## src/rtl/ascon_aead128_pkg.sv

```systemverilog
// Shared Ascon-AEAD128 types, constants and the single-round function used by
// the permutation datapath.
package ascon_aead128_pkg;

    typedef struct packed {
        logic [63:0] s0;
        logic [63:0] s1;
        logic [63:0] s2;
        logic [63:0] s3;
        logic [63:0] s4;
    } ascon_state;

    typedef enum logic [1:0] {
        P12 = 2'd0,
        P8  = 2'd1,
        P6  = 2'd2
    } ascon_perm_mode;

    typedef enum logic [1:0] {
        IDLE = 2'd0,
        RUN  = 2'd1,
        DONE = 2'd2
    } ascon_perm_fsm_state;

    // Starting round index: the permutation always finishes at index 15.
    localparam logic [3:0] P12_INIT = 4'h4;
    localparam logic [3:0] P8_INIT  = 4'h8;
    localparam logic [3:0] P6_INIT  = 4'hA;

    localparam logic [7:0] const_add [16] = '{
        8'h3c, 8'h2d, 8'h1e, 8'h0f, 8'hf0, 8'he1, 8'hd2, 8'hc3,
        8'hb4, 8'ha5, 8'h96, 8'h87, 8'h78, 8'h69, 8'h5a, 8'h4b
    };

    // Indexed by {s0,s1,s2,s3,s4} bit column, s0 as MSB.
    localparam logic [4:0] s_box [32] = '{
        5'h04, 5'h0b, 5'h1f, 5'h14, 5'h1a, 5'h15, 5'h09, 5'h02,
        5'h1b, 5'h05, 5'h08, 5'h12, 5'h1d, 5'h03, 5'h06, 5'h1c,
        5'h1e, 5'h13, 5'h07, 5'h0e, 5'h00, 5'h0d, 5'h11, 5'h18,
        5'h10, 5'h0c, 5'h01, 5'h19, 5'h16, 5'h0a, 5'h0f, 5'h17
    };

    function automatic logic [63:0] rotr(input logic [63:0] v, input int unsigned n);
        return (v >> n) | (v << (64 - n));
    endfunction

    function automatic ascon_state round(input ascon_state s, input logic [7:0] rc);
        ascon_state x;
        ascon_state y;
        ascon_state o;
        logic [4:0] col;
        logic [4:0] sub;
        x = s;
        x.s2[7:0] = x.s2[7:0] ^ rc;
        y = '0;
        for (int i = 0; i < 64; i++) begin
            col = {x.s0[i], x.s1[i], x.s2[i], x.s3[i], x.s4[i]};
            sub = s_box[col];
            y.s0[i] = sub[4];
            y.s1[i] = sub[3];
            y.s2[i] = sub[2];
            y.s3[i] = sub[1];
            y.s4[i] = sub[0];
        end
        o.s0 = y.s0 ^ rotr(y.s0, 19) ^ rotr(y.s0, 28);
        o.s1 = y.s1 ^ rotr(y.s1, 61) ^ rotr(y.s1, 39);
        o.s2 = y.s2 ^ rotr(y.s2, 1)  ^ rotr(y.s2, 6);
        o.s3 = y.s3 ^ rotr(y.s3, 10) ^ rotr(y.s3, 17);
        o.s4 = y.s4 ^ rotr(y.s4, 7)  ^ rotr(y.s4, 41);
        return o;
    endfunction

endpackage

```

## src/rtl/ascon_round.sv

```systemverilog
// One combinational Ascon round: constant addition, S-box layer, linear diffusion.
module ascon_round
    import ascon_aead128_pkg::*;
(
    input  ascon_state state_in,
    input  logic [7:0] rc,
    output ascon_state state_out
);

    assign state_out = round(state_in, rc);

endmodule

```

## src/rtl/ascon_perm_unit.sv

```systemverilog
// Ascon permutation engine (p12/p8/p6) with UNROLL rounds per clock and a
// valid/ready job interface on both sides.
//
// state | meaning
// IDLE  | no job held, ready for a new one
// RUN   | rounds in progress, r = next round index
// DONE  | result held on state_out until out_ready
module ascon_perm_unit
    import ascon_aead128_pkg::*;
#(
    parameter int UNROLL = 1
) (
    input  logic         clk,
    input  logic         rst_n,
    input  logic         in_valid,
    output logic         in_ready,
    input  logic [1:0]   mode,
    input  logic [319:0] state_in,
    output logic         out_valid,
    input  logic         out_ready,
    output logic [319:0] state_out,
    output logic         busy
);

    ascon_perm_fsm_state fsm_q, fsm_d;
    ascon_state          state_q, state_d;
    logic [4:0]          r_q, r_d;
    logic [4:0]          r_sum;
    logic                last;
    logic [3:0]          r_init;
    ascon_state          stage [UNROLL+1];

    assign stage[0] = state_q;

    // Stages whose round index would pass 15 are bypassed so the final
    // partial cycle applies exactly the remaining rounds.
    for (genvar g = 0; g < UNROLL; g++) begin : g_stage
        logic [4:0] idx;
        logic       active;
        ascon_state rnd_out;
        assign idx    = r_q + 5'(g);
        assign active = (idx < 5'd16);
        ascon_round u_round (
            .state_in  (stage[g]),
            .rc        (const_add[idx[3:0]]),
            .state_out (rnd_out)
        );
        assign stage[g+1] = active ? rnd_out : stage[g];
    end

    assign r_sum = r_q + 5'(UNROLL);
    assign last  = (r_sum >= 5'd16);

    always_comb begin
        case (mode)
            P8:      r_init = P8_INIT;
            P6:      r_init = P6_INIT;
            default: r_init = P12_INIT;
        endcase
    end

    always_comb begin
        fsm_d   = fsm_q;
        state_d = state_q;
        r_d     = r_q;
        case (fsm_q)
            IDLE: begin
                if (in_valid) begin
                    state_d = ascon_state'(state_in);
                    r_d     = {1'b0, r_init};
                    fsm_d   = RUN;
                end
            end
            RUN: begin
                state_d = stage[UNROLL];
                r_d     = last ? 5'd16 : r_sum;
                if (last) fsm_d = DONE;
            end
            DONE: begin
                if (out_ready) begin
                    if (in_valid) begin
                        state_d = ascon_state'(state_in);
                        r_d     = {1'b0, r_init};
                        fsm_d   = RUN;
                    end else begin
                        fsm_d = IDLE;
                    end
                end
            end
            default: fsm_d = IDLE;
        endcase
    end

    always_ff @(posedge clk or negedge rst_n) begin
        if (!rst_n) begin
            fsm_q   <= IDLE;
            state_q <= '0;
            r_q     <= '0;
        end else begin
            fsm_q   <= fsm_d;
            state_q <= state_d;
            r_q     <= r_d;
        end
    end

    // rst_n gate keeps in_ready low while reset is held, even though fsm_q is IDLE.
    assign in_ready  = rst_n && ((fsm_q == IDLE) || ((fsm_q == DONE) && out_ready));
    assign out_valid = (fsm_q == DONE);
    assign busy      = (fsm_q == RUN);
    assign state_out = state_q;

endmodule

```

## config.mk

```make
export PLATFORM = sky130hd
export DESIGN_NAME = ascon_perm_unit
export DESIGN_NICKNAME = d
export VERILOG_FILES = /design/src/rtl/ascon_aead128_pkg.sv /design/src/rtl/ascon_round.sv /design/src/rtl/ascon_perm_unit.sv
export SDC_FILE = /design/constraint.sdc
export NUM_CORES = 2
export LEC_CHECK = 0
export BUFFER_PORTS_ARGS = -buffer_cell sky130_fd_sc_hd__buf_2
export CAP_MARGIN = 20
export CORE_ASPECT_RATIO = 0.5
export CORE_MARGIN = 5
export CORE_UTILIZATION = 35
export DETAILED_ROUTE_END_ITERATION = 12
export PLACE_DENSITY = 0.67
export SLEW_MARGIN = 20
export SYNTH_ARGS = -nofsm -noshare
export SYNTH_HDL_FRONTEND = slang
export SYNTH_HIERARCHICAL = 1
export SYNTH_SLANG_ARGS = --single-unit
export TNS_END_PERCENT = 10
```

## constraint.sdc

```tcl
create_clock -name clk -period 2.66 [get_ports clk]
set_input_delay 0.532 -clock clk [delete_from_list [all_inputs] [get_ports clk]]
set_output_delay 0.532 -clock clk [all_outputs]
set_load 0.05 [all_outputs]
```

After elaboration in Yosys (flattened, before gate mapping)
Memory sizes are Yosys's and may differ from the RTL's.
Index checks and enable logic that the tools add are counted.
Word-level totals
  flip-flop bits (word level): 327
  bits in latches: 0
  memory bits (writable): 0
  ROM bits: 10368
  bits of input ports: 326
  output and inout port bits: 323
  memories: 65
Cells by class
  add/sub/neg operators: 1
  $mul: 0
  div/mod/pow operators: 0
  magnitude comparators: 67
  equal/unequal tests: 8
  shift-type cells: 0
  muxes and demuxes: 144
  bitwise logic cells: 86
  reductions and logical operators: 8
Memory list
  (no name shown): words 32, bits a word 5, rd ports 1, clocked after memory_dff 0, wr ports 0, RTL line ascon_aead128_pkg.sv:58  | sub = s_box[col];
  (no name shown): words 32, bits a word 5, rd ports 1, clocked after memory_dff 0, wr ports 0, RTL line ascon_aead128_pkg.sv:58
  (no name shown): words 32, bits a word 5, rd ports 1, clocked after memory_dff 0, wr ports 0, RTL line ascon_aead128_pkg.sv:58
  (no name shown): words 32, bits a word 5, rd ports 1, clocked after memory_dff 0, wr ports 0, RTL line ascon_aead128_pkg.sv:58
  (no name shown): words 32, bits a word 5, rd ports 1, clocked after memory_dff 0, wr ports 0, RTL line ascon_aead128_pkg.sv:58
  (no name shown): words 32, bits a word 5, rd ports 1, clocked after memory_dff 0, wr ports 0, RTL line ascon_aead128_pkg.sv:58
  59 more memories
Operator list (number)
  $mux W320: 3
  $pmux W320 S3: 1
  $mux W5: 131
  $xor A64 B64 Y64: 10
  $ge A6 B6 Y1 const B: 64
  $not A5 Y6: 64
  $or A23 B64 Y64: 1
  $or A25 B64 Y64: 1
  $or A3 B64 Y64: 1
  $or A36 B64 Y64: 1
  $or A45 B64 Y64: 1
  $or A47 B64 Y64: 1
  $or A54 B64 Y64: 1
  $or A57 B64 Y64: 1
  $or A58 B64 Y64: 1
  $or A63 B64 Y64: 1
  $mux W8: 2
  $pmux W5 S3: 1
  $ge A5 B5 Y1 const B: 2
  $pmux W4 S2: 1
  $xor A8 B8 Y8: 1
  $mux W2: 3
  $ne A2 B1 Y1 const B: 3
  $pmux W2 S3: 1
  other kinds (13): 17

Logic depth before layout (Yosys ltp)
  depth after elaboration: 14
  depth in mapped cells: 12
  mapped depth without buffers: 10

Hierarchy
The synthesis kept the hierarchy.
Modules (own cells, without submodules)
  ascon_round: instances 1, cells each 2517, area each 19007.0 µm², sequential area each 0.0 µm²
  ascon_perm_unit: instances 1, cells each 1795, area each 14824.2 µm², sequential area each 8182.8 µm²

Worst setup path before layout
Ideal clock, no wire load.
  path type: reg2reg
  start: register state_q (netlist bit state_out[110])
  end: register state_q (netlist bit state_out[238])
  setup time: 82 ps
  arrival time: 2740 ps
  data required time: 2578 ps
  path slack: -162 ps
  stages on the path, launching flop included: 12
  path buffers: 2
  cells stage by stage: dfrtp_1 -> inv_1 -> ha_1 -> buf_6 -> xor2_1 -> and3_1 -> or4_1 -> buf_2 -> xor2_1 -> xnor2_1 -> nand2_1 -> a31oi_1
RTL lines
  start, declared: RTL line ascon_perm_unit.sv:26  | ascon_state state_q, state_d;
  start signal, assigned: RTL line ascon_perm_unit.sv:101  | state_q <= state_d;

==> impl_metrics.toml <==
[run_status]
status = "finished, final reports clean"

[critical_path]
cp.required_ns = 3.20
worst-path-max-fanout = 6
cp-startpoint = "state_out[104]"
critPathKind = "reg2reg"
end_kind = "flip-flop"
arrival_ns = 3.17
r2r-start = "state_out[104]"
start_kind = "flip-flop"

[sta]
post-route-period-util_pct = 98.99
fin_hold_ws_ns = 0.1641
tightest_slew_ns = 1.155
relSlewSlack_pct = 23.01
finalClockSkew_ns = 0.03465
rsz0062_at_grt = "true"
min_period_ns = 2.633
setup_violations = 0
fmax_ghz = 0.3798
hold_violations = 0
slew_viol_final = 0

[floorplan]
die_h_um = 229.8
core_area_um2 = 95590
ios = 649
fp.dieW_um = 449.7
start_util_pct = 35.39
rows = 80
fp.dieArea_um2 = 103400

[grt]
grt_max_degree = 161
antenna_found_initial = 11
gr-usage-all-layers_pct = 32.17
met1_usage_pct = 40.06
overflow = 0
grt_pass1_vias = 34120
grt_use_met2_pct = 49.11
busiest_layer = "met2"
grt_pass1_wl_um = 242700
gr-usage-met3_pct = 10.41

[synth]
synth_top_cell_by_area = "dfrtp_1"
synth_ff_type = "dfrtp_1"
yosysMostFrequentCell = "nand2_1"
ys_ff_latch = 327
synth-edff-count = 0
yosysWarnings = 6
synth_top_area_share_pct = 24.19
yosys-top-cells-area = "dfrtp_1 (24%), xnor2_1 (13%), ha_1 (13%), xor2_1 (8.9%), nand2_1 (8.0%)"
synth_common_cells = "nand2_1 (725), nor2_1 (533), xnor2_1 (514)"
netlist_area_um2 = 33830
ys_async_sr_fraction_pct = 100.0
synth_cell_types = 70
avgSynthCellArea_um2 = 7.846
yosysSeqAreaShare_pct = 24.19
syn_nets = 4989
syn_inst = 4312

[detailed_routing]
initialDrtViolationCount = 4543
wl_um = 175600
viasPerCell = 5.543
dr_total_vias = 36480
drc = 0
drtAntennaViolNets = 0
first_pass_iters = 6
avgRoutedWirePerCell_um = 26.68

[clock_tree]
cts_buffers = 41
cts_max_level = 2
clk_pin_slew_worst_paths_ns = 0.07
cts-root-buf = "clkbuf_16"
insertion_delay_ns = 0.62
cts.sinks = 327
cts_buffer_depth = 3
cts_tree = "yes"

[placed_design]
dp_hpwl_um = 146100
gp_congestion = 1.112
dp_cells = 6500
io_buffers = 648

[final_layout]
final_nets = 5951
drive_gt1_share_pct = 23.54
instances_no_fill = 6582
syn_to_final_growth_pct = 26.95

[worst_hold_path]
hp-class = "in2reg"
hp-start = "state_in[127]"

[flow_run]
max_cap_viol_count = 0
-- layout by cell type, fill, tap and decap left out, types with 56 or more instances in the layout --
cell type	instances
nand2_1	724
o21ai_0	89
buf_4	455
xnor2_1	509
mux2i_1	56
dfrtp_1	325
buf_2	647
a31oi_1	322
nor3_1	86
nor2_1	533
inv_1	213
ha_1	350
a21oi_1	215
xor2_1	340
-- cell type report --
class,count,area (um^2)
Fill cell,9510,52640
Multi-Input combinational cell,3566,23940
Sequential cell,327,8185
Timing Repair Buffer,1121,7002
Tap cell,1271,1590
Clock buffer,60,1260
Inverter,217,827.0
Clock inverter,14,130.1
Antenna cell,6,15.01
-- path summary, 6_finish.rpt --
kind | end | slack, ns | cells past startpoint
setup / recovery | state_out[235] | 0.03 | 10
hold / removal | state_out[127] | 0.16 | 3
setup reg to reg | state_out[235] | 0.03 | 10
hold reg to reg | state_out[96] | 0.59 | 2
max in group asynchronous | state_out[236] | 1.06 | 3
min in group asynchronous | state_out[133] | 0.33 | 2
-- routing by layer --
metal / part of all wire, % / vias up / wire [um]
met5: 0.28 / - / 494
met4: 6.8 / 20 / 11870
met3: 11 / 485 / 20020
met2: 43 / 1968 / 75420
met1: 39 / 17820 / 67830
li1: - / 16190 / -
-- metrics by stage --
stage	util, %	cell area, um^2	setup TNS (ns)	setup WS [ns]
5_1_grt	44.92	42940	-0.09104	-0.05920
3_5_place_dp	43.32	41410	-0.1359	-0.06650
6_report	44.93	42950	0	0.02683
4_1_cts	44.82	42840	0	0.03642
2_1_floorplan	-	33830	-0.1726	-0.06861
3_3_place_gp	43.32	41410	-0.003279	-0.003279
-- registers in the layout, indices dropped and copies added, names as in the netlist --
name,cells
r_q,5
state_out,320
fsm_q,2
-- repair_timing --
action,CTS,global route
pin swaps,0,1
hold buffers,1,0
resized for setup,5,15
hold endpoints to repair,9,0
endpoints found under the setup margin,6,16
setup buffers,0,1
-- critical path: stages (launching register included) --
cell and delay [ns]:
dfrtp_1 0.38, inv_1 0.14, ha_1 0.22, nor2_1 0.19, maj3_1 0.21, mux2i_1 0.07
o21ai_1 0.68, xor2_1 0.31, xnor2_1 0.15, nand2_1 0.06, a31oi_1 0.15
-- cell families after synthesis --
kind of cell | after synthesis | share of synthesized area, %
and+or+nand+nor | 1482 | 17.81
xor gates and xnor gates | 864 | 22.50
AOI/OAI and AO/OA | 753 | 13.43
buffers and inverters | 419 | 5.422
adders and majority gates | 404 | 14.56
DFF | 327 | 24.19
muxes | 63 | 2.097
Power is not shown: default switching activity piles up to over one toggle a cycle in this logic, so the estimate is an artifact.
